## src/rtl/memory_ctrl.sv

```systemverilog
// Save/recall sequencer for the 4-digit snapshot register.
// It drives the register's hold control and selects live or stored digits for the display.
module memory_ctrl #(
  parameter int RECALL_CYCLES = 200,
  parameter int TMR_W         = 8
) (
  input  logic       clk,
  input  logic       rst_n,
  input  logic       btn_save,
  input  logic       btn_recall,
  input  logic       btn_clear,
  input  logic [3:0] live0_in,
  input  logic [3:0] live1_in,
  input  logic [3:0] live2_in,
  input  logic [3:0] live3_in,
  input  logic [3:0] mem0_in,
  input  logic [3:0] mem1_in,
  input  logic [3:0] mem2_in,
  input  logic [3:0] mem3_in,
  output logic       memory,
  output logic [3:0] disp0,
  output logic [3:0] disp1,
  output logic [3:0] disp2,
  output logic [3:0] disp3,
  output logic       recall_active,
  output logic       mem_valid
);

  typedef enum logic [1:0] {
    TRACK   = 2'd0,
    CAPTURE = 2'd1,
    HOLD    = 2'd2,
    RECALL  = 2'd3
  } state_t;

  localparam logic [TMR_W-1:0] RELOAD = TMR_W'(RECALL_CYCLES - 1);

  state_t           state, state_nxt;
  logic [TMR_W-1:0] timer, timer_nxt;
  logic             mem_valid_nxt;
  logic             save_q, recall_q, clear_q;
  logic             save_p, recall_p, clear_p;

  assign save_p   = btn_save   & ~save_q;
  assign recall_p = btn_recall & ~recall_q;
  assign clear_p  = btn_clear  & ~clear_q;

  always_ff @(posedge clk or negedge rst_n) begin
    if (!rst_n) begin
      state     <= TRACK;
      timer     <= '0;
      mem_valid <= 1'b0;
      save_q    <= 1'b0;
      recall_q  <= 1'b0;
      clear_q   <= 1'b0;
    end else begin
      state     <= state_nxt;
      timer     <= timer_nxt;
      mem_valid <= mem_valid_nxt;
      save_q    <= btn_save;
      recall_q  <= btn_recall;
      clear_q   <= btn_clear;
    end
  end

  // Priority clear > save > recall; the timer only moves while in RECALL.
  always_comb begin
    state_nxt     = state;
    timer_nxt     = timer;
    mem_valid_nxt = mem_valid;
    if (clear_p) begin
      state_nxt     = TRACK;
      timer_nxt     = '0;
      mem_valid_nxt = 1'b0;
    end else begin
      case (state)
        TRACK: begin
          if (save_p) begin
            state_nxt     = HOLD;
            mem_valid_nxt = 1'b1;
          end
        end
        HOLD: begin
          if (save_p) begin
            state_nxt = CAPTURE;
          end else if (recall_p) begin
            state_nxt = RECALL;
            timer_nxt = RELOAD;
          end
        end
        CAPTURE: state_nxt = HOLD;
        RECALL: begin
          if (save_p)              state_nxt = CAPTURE;
          else if (recall_p)       state_nxt = HOLD;
          else if (timer == '0)    state_nxt = HOLD;
          else                     timer_nxt = timer - 1'b1;
        end
        default: state_nxt = TRACK;
      endcase
    end
  end

  // Decoded from the state register only, so the hold line cannot glitch.
  assign memory        = (state == HOLD) || (state == RECALL);
  assign recall_active = (state == RECALL);

  always_comb begin
    if (recall_active) begin
      disp0 = mem0_in;
      disp1 = mem1_in;
      disp2 = mem2_in;
      disp3 = mem3_in;
    end else begin
      disp0 = live0_in;
      disp1 = live1_in;
      disp2 = live2_in;
      disp3 = live3_in;
    end
  end

endmodule

```

## config.mk

```make
export PLATFORM = sky130hd
export DESIGN_NAME = memory_ctrl
export DESIGN_NICKNAME = d
export VERILOG_FILES = /design/src/rtl/memory_ctrl.sv
export SDC_FILE = /design/constraint.sdc
export NUM_CORES = 1
export LEC_CHECK = 0
export ABC_AREA = 1
export CORE_MARGIN = 4
export CORE_UTILIZATION = 40
export DETAILED_ROUTE_END_ITERATION = 12
export PLACE_DENSITY = 0.8
export RECOVER_POWER = 50
export REMOVE_ABC_BUFFERS = 1
export SETUP_SLACK_MARGIN = 0.3
export SYNTH_ARGS = -nofsm -noshare
export SYNTH_HDL_FRONTEND = slang
export SYNTH_SLANG_ARGS = --single-unit
```

## constraint.sdc

```tcl
create_clock -name clk -period 1.8 [get_ports clk]
set_input_delay 0.18 -clock clk [delete_from_list [all_inputs] [get_ports clk]]
set_output_delay 0.18 -clock clk [all_outputs]
set_load 0.05 [all_outputs]
```

* Word-level counts from Yosys, hierarchy flattened *
Cells that the tools add are included.

cells by class
  $add $sub $neg = 1
  equal/unequal tests = 11
  multiplexer cells = 22
  bitwise logic cells = 6
  reductions and logical operators = 9

operator list
  cell                                              count
  2-to-1 mux 8 bit                                  6
  2-to-1 mux 4 bit                                  4
  case mux 8 bit (2 select lines)                   1
  2-to-1 mux 2 bit                                  7
  != test 3 bit, second input constant              4
  zero test 8 bit                                   1
  case mux 2 bit (4 select lines)                   1
  subtractor 8 x 1 -> 8 bit, second input constant  1
  != test 3 x 2 -> 1 bit, second input constant     2
  AND reduction 6 bit                               1
  != test 5 x 1 -> 1 bit, second input constant     1
  == test 2 bit, second input constant              2
  != test 4 bit, second input constant              1
  nonzero test 2 bit                                2
  AND 1 bit                                         3
  2-to-1 mux 1 bit                                  3
  inverter 1 bit                                    3
  AND reduction 3 bit                               1
  nonzero test 3 bit                                1
  == test 2 x 1 -> 1 bit, second input constant     1
  zero test 2 bit                                   1
  AND reduction 2 bit                               1
  logical OR 1 bit                                  1

word-level totals
  flip-flop bits (word level) = 14
  bits of input ports = 37
  output and inout port bits = 19

* Logic depth before layout (Yosys ltp) *
Gate-level depths: netlist of the first run.

  depth in word-level cells = 6
  gate-level depth with buffers = 9

* Worst setup path after synthesis of the first run *
No wires, ideal clock.

  path type = reg2out
  start = register state[1]
  end = output port disp0[0]
  arrival = 1.391 ns
  required time = 1.620 ns
  setup slack = 0.229 ns
  stages on the path, launching flop included = 6
  path through = dfrtp_1 > nand2_2 > inv_1 > buf_2 > nand2_1 > nand2_1

between the ends
  cells in the longest elaborated chain, start to end = 2

RTL lines
  element                 line  source
  from (decl)             38    state_t state, state_nxt;
  from (signal assigned)  57    state <= state_nxt;
  == test 2 bit           105   assign recall_active = (state == RECALL);
  net recall_active       25    output logic recall_active,
  2-to-1 mux 4 bit        108   if (recall_active) begin
  to (decl)               21    output logic [3:0] disp0,

The timed path passes the listed nets, and every way through them passes these cells.

* Worst setup path after layout of the first run *
  start = register state[0]
  end = output port disp2[3]

between the ends
  cells in the longest elaborated chain, start to end = 2

RTL lines
  element           line  source
  == test 2 bit     105
  2-to-1 mux 4 bit  108
  to (decl)         23    output logic [3:0] disp2,

Every way passes these cells.

==> results of run 1 <==
-- power by group through the flow --
stage	clock, uW	combinational [uW]	sequential (uW)
after floorplan	0	1340	592
after global placement	0	2430	547
after detailed placement	0	2470	556
after CTS	229	2640	539
after global routing	238	3190	564
final	228	3000	549
-- worst max path at each step --
stage / startpoint / end / slack, ps / cells past startpoint
5_1_grt: state[1]$_DFFE_PN0P_ / timer[5]$_DFFE_PN0P_ / 200 / 8
6_report: state[0]$_DFFE_PN0P_ / disp2[3] / 280 / 6
2_1_floorplan: state[1]$_DFFE_PN0P_ / timer[5]$_DFFE_PN0P_ / -690 / 5
4_1_cts: state[1]$_DFFE_PN0P_ / disp2[1] / 280 / 6
3_5_place_dp: btn_clear / timer[5]$_DFFE_PN0P_ / 130 / 8
3_3_place_gp: btn_clear / timer[5]$_DFFE_PN0P_ / 200 / 8
-- stage by stage --
stage	cells	instance area, sq um	TNS [ps]
global placement	250	1840	0
global route	265	2120	0
floorplan	161	1050	-15050
CTS	258	1940	0
finish	265	2120	0
detailed placement	250	1840	0
-- worst reg2reg max path: stages (launching register included) --
cell,delay (ps)
dfrtp_2,400
buf_4,150
inv_1,80
nor2_1,180
nand2_1,100
nand2_2,130
nand3_4,150
nand2_1,90
o21ai_0,70
-- layer usage --
layer	wire length (microns)	up-vias	GRT usage [%]	share of wire (%)
met4	21	0	5.88	0.53
met1	1500	613	24.3	38
li1	-	665	-	-
met2	1910	73	29.0	49
met3	494	2	8.94	13
met5	0	-	0	0
-- registers in the layout, indices dropped and copies added (netlist names) --
name       flops
timer          8
state          2
save_q         1
clear_q        1
mem_valid      1
recall_q       1
-- Yosys cell counts, drive strengths merged --
cell and count:
a21o 1, a21oi 4, a22oi 1, buf 5, clkbuf 2, dfrtp 14
ha 2, inv 15, nand2 82, nand3 9, nand4 6, nor2 15
o211ai 2, o21ai 10
-- area by class of cell --
type                            count  area [sq um]
Multi-Input combinational cell    133           759
Clock buffer                        4          36.3
Fill cell                         138           424
Inverter                           15          63.8
Sequential cell                    14           352
Timing Repair Buffer               69           872
Tap cell                           30          37.5
-- what timing repair did --
item,CTS,global route
cloned,1,2
gates resized for setup,14,34
setup buffers,3,5
pin swaps,1,4
endpoints found under the setup margin,22,26
-- logic make-up (layout without fill, tap and decap cells) --
group / count (synthesis) / after routing
simple gates: 112 / 113
buf+inv: 22 / 88
flops: 14 / 14
compound gates: 18 / 18
fa+ha+maj: 2 / 2
==> results.txt, run 1 <==
status - complete, no violations
largest net degree at the start of global routing - 19
Clock Skews - 1.96 ps
IO Port Bufs - 55
Setup WS pre-CTS - 134 ps
dpl hpwl - 2580 microns
clock power share - 6.0%
row count - 18
cts bufs inserted - 3
PD cells - 1780 nW/um^2
most common cell after layout, fill and taps aside - nand2_1
Final ANT Viol Nets - 0
Synth Instances - 168
gr usage total - 19.1%
CP required - 1620 ps
setup ws final - 282 ps
adder-cell share of the synthesized area - 2.27%
Mapped Area - 1100 sq um
H-Tree Level Count - 1
DRC viols - 0
most frequent cells in the layout - nand2_1, clkdlybuf4s50_1, nand2_2, buf_12
RR Endpoint - timer[5]$_DFFE_PN0P_
final worst-path cycle share - 84.3%
Final Util - 83.3%
top cells by area, synth - dfrtp_1, nand2_1, inv_1
post-synthesis sequential area ratio - 31.7%
leak pwr - 0.00104 uW
final slew viol count - 0
Post-Synth XOR/XNOR Area - 0%
#FFs+latches synth - 14
switching power share of the total - 50.5%
average size of a mapped cell - 6.57 sq um
synth warn - 0
Core Box Area - 2540 sq um
Max Root-Sink Buffers - 2
final hold vios - 0
post-DR vias/cell - 5.11
Crit path largest cell delay - 430 ps
critical path, cell by cell - nand2_4 -> inv_8 -> buf_12 -> nand2_1 -> nand2_2 -> buf_12
Crit path top cell by count - buf_12
worst hold path class - in -> async
Die Y - 60.5 microns
simple logic cell fraction of the synthesized area - 44.9%
crit path max-delay cell type - dfrtp_1
number of max-cap violations - 0
VDD IR max - 1.55 mV
number of DRC markers in iteration 0 - 204
Remaining Overflow, GRT - 0
crit start category - flip-flop
Slew headroom - 57.0%
RSZ-0062 raised after global routing - true
Clock Tree Root - clkbuf_4
Distinct cells, synth - 22
Compound-Gate Fraction of Synth Area - 11.1%
Antenna diodes - 0
Final setup violation count - 0
clock-pin slew on the worst setup and hold paths - 90 ps
mux cell area share after synthesis - 0%
drt wl/cell - 14.8 microns
largest family of logic cells by synthesized area - simple AND/OR/NAND/NOR gates
Layout Nets - 275
Layout area overhead - 92.2%
drt first pass iters - 6
Min Hold Slack - 360 ps
fmax - 659 MHz
Critical Path AT - 1340 ps
Starting Density - 43.4%
kind of cell adding the most delay to the critical path - flip-flops
vias in the first global route - 1218
Internal - 1870 uW
area fraction of the dominant cell type after synthesis - 31.7%
post-synth top area cell - dfrtp_1
Logic pwr share - 79.4%
via count - 1353
Hold-fix buffers, CTS - 0
layout cells sized above 1 - 34.5%
CTS sink cnt - 14
routed wire length - 3930 microns
reg2reg path depth - 8
die area - 3660 sq um
Ports - 56
total power - 3780 uW
CTS tree - built
Worst Tran Pin Value - 643 ps
setup slack, reg-to-reg - 340 ps
chip width - 60.5 microns
CP endpoint kind - output port
routability cong. - 0.885
first-pass GRT wire length - 5410 microns
Clock Latency Late Sink - 270 ps
Critical Path Fanout Max - 9
worst reg2reg startpoint - state[1]$_DFFE_PN0P_
min cycle time layout - 1520 ps
initial antenna violation count - 0
Net Switching - 1910 uW
critical path type - reg -> out
CP bufs+invs - 3
Sequential Power Share - 14.5%
(Power assumes the default switching activity.)
==> inputs of run 2 (changes only) <==
Clock period 1.8 ns to 1.55 ns, I/O delays scaled along.
==> results.txt, run 2 (synthesized netlist as in run 1, its figures left out) <==
Remaining Overflow, GRT - 0 (unchanged)
number of DRC markers in iteration 0 - 211 (+3.4%)
Hold-fix buffers, CTS - 0 (unchanged)
Placed Area - 1890 sq um (+3.1%)
status - finished, violations left
Final ANT Viol Nets - 0 (unchanged)
Largest register FFs - 8 (unchanged)
Layout Nets - 291 (+5.8%)
routed wire length - 6300 microns (+60%)
Layout area overhead - 115%
Detail Route met3 WL - 861 microns (+74%)
gr usage total - 26.0% (+6.8 points)
setup ws final - -13.9 ps (-296 ps)
Clock Latency Late Sink - 290 ps (+20 ps)
crit start category - flip-flop
RR Endpoint - timer[7]$_DFFE_PN0P_
Worst Tran Pin Value - 833 ps (+190 ps)
top flop regs - timer x8, state x2
CTS tree - built
RSZ-0062 raised after global routing - true
drt first pass iters - 5 (-1)
worst hold path class - in -> async
drt wl/cell - 22.4 microns (+51%)
via count - 1680 (+24%)
min cycle time layout - 1560 ps
critical path type - reg -> reg
chip width - 60.5 microns (unchanged)
largest net degree at the start of global routing - 18 (-1)
Slew headroom - 44.5% (-13 points)
fmax - 639 MHz
initial antenna violation count - 0 (unchanged)
Max Root-Sink Buffers - 2 (unchanged)
most frequent cells in the layout - nand2_2, nand2_1, clkdlybuf4s50_1, buf_12, buf_4
clock-pin slew on the worst setup and hold paths - 110 ps (+20 ps)
post-route cell area - 2370 sq um (+12%)
H-Tree Level Count - 1 (unchanged)
Core Box Area - 2540 sq um (unchanged)
IO Port Bufs - 55 (unchanged)
final slew viol count - 0 (unchanged)
Final setup violation count - 2 (+2)
post-DR vias/cell - 5.98 (+17%)
CP required - 1790 ps (+170 ps)
CP endpoint kind - flip-flop
Final Util - 93.3% (+9.9 points)
CP startpoint - timer[1]$_DFFE_PN0P_
dpl hpwl - 2910 microns (+13%)
CP Capture Point - timer[7]$_DFFE_PN0P_
setup TNS - -14.3 ps (-14.3 ps)
leak pwr - 0.00117 uW (+12%)
setup slack, reg-to-reg - -10 ps (-350 ps)
CTS sink cnt - 14 (unchanged)
cts bufs inserted - 3 (unchanged)
violated checks - negative setup slack
PD cells - 2210 nW/um^2 (+24%)
Critical Path AT - 1800 ps (+460 ps)
most common cell after layout, fill and taps aside - nand2_2
vias in the first global route - 1528 (+25%)
Clock Skews - 12.7 ps (+10.7 ps)
DRC viols - 0 (unchanged)
max layer used - met4
dpl cells - 258 (+3.2%)
Ports - 56 (unchanged)
die area - 3660 sq um (unchanged)
met1 wire length - 1980 microns (+32%)
Non-Filler Instances - 281 (+6.0%)
most flop-heavy register - timer
Starting Density - 43.4% (unchanged)
worst reg2reg startpoint - timer[1]$_DFFE_PN0P_
met2 WL post-DR - 3080 microns (+61%)
Clock Tree Root - clkbuf_4
Critical Path Fanout Max - 3 (-6)
first-pass GRT wire length - 6970 microns (+29%)
final worst-path cycle share - 101%
# fillers - 84 (-39%)
layout cells sized above 1 - 49.8% (+15 points)
reg2reg path depth - 9 (+1)
routability cong. - 0.866 (-2.2%)
row count - 18 (unchanged)
final hold vios - 0 (unchanged)
Die Y - 60.5 microns (unchanged)
number of max-cap violations - 0 (unchanged)
VDD IR max - 1.73 mV (+11%)
Antenna diodes - 0 (unchanged)
-- run 2: changes by cell type in the layout (fill, tap and decap cells not counted), moves of 3 or more --
cell / previous run / this run
buf_6: 1 / 6
nand2_4: 6 / 11
nand2_1: 51 / 35
nand2_2: 25 / 36
nor2_1: 12 / 9
o21ai_0: 4 / 1
buf_4: 9 / 18
o21ai_1: 0 / 3
-- run 2: stage by stage --
stage          worst slack [ps]  power [uW]  hold slack (ps)
2_1_floorplan              -944        2240             -141
3_3_place_gp               64.7        3520              473
3_5_place_dp              -1.36        3630              481
4_1_cts                    97.4        4400              176
5_1_grt                   -94.1        5380              483
6_report                  -13.9        5240              469
-- run 2: area by class of cell --
type,count,area [sq um],share of cell area [%]
timing repair buffer,85,1000,42.1
multi-input combinational,133,881,37.1
sequential,14,353,14.9
inverter,15,66.3,2.79
tap,30,37.5,1.58
clock buffer,4,36.3,1.53
-- run 2: how the worst min path moves through the flow --
stage,from,slack (ps),endpoint
floorplan,rst_n,-140,clear_q$_DFF_PN0_
global placement,timer[0]$_DFFE_PN0P_,470,timer[0]$_DFFE_PN0P_
finish,rst_n,470,mem_valid$_DFFE_PN0P_
detailed placement,rst_n,480,timer[5]$_DFFE_PN0P_
global route,btn_clear,480,clear_q$_DFF_PN0_
CTS,rst_n,180,timer[5]$_DFFE_PN0P_
-- run 2: critical path, cell delays in order, from the launching register on --
cell and delay (ps):
dfrtp_1 450, inv_2 90, ha_4 170, nand2_2 80
nor2_4 50, nand2_4 100, nand2_1 80, nor2_1 200
nand3_1 150, nand2_1 110
-- run 2: per-layer routing --
metal	vias to the layer above	global-route usage (%)
li1	699	-
met1	764	26.7
met2	175	47.7
met3	42	11.7
met4	0	7.12
met5	-	0
-- run 2: where the power goes --
part / switching [uW] / internal [uW] / total (uW)
Clock: 145 / 143 / 288
Sequential: 196 / 493 / 688
Combinational: 2430 / 1840 / 4270
Total: 2770 / 2470 / 5240
-- run 2: what timing repair did --
item	4_1_cts	5_1_grt
resized for setup	48	51
hold endpoints to repair	0	0
setup buffers	10	7
setup endpoints to repair	27	28
pin swaps	8	19
cloned	1	1
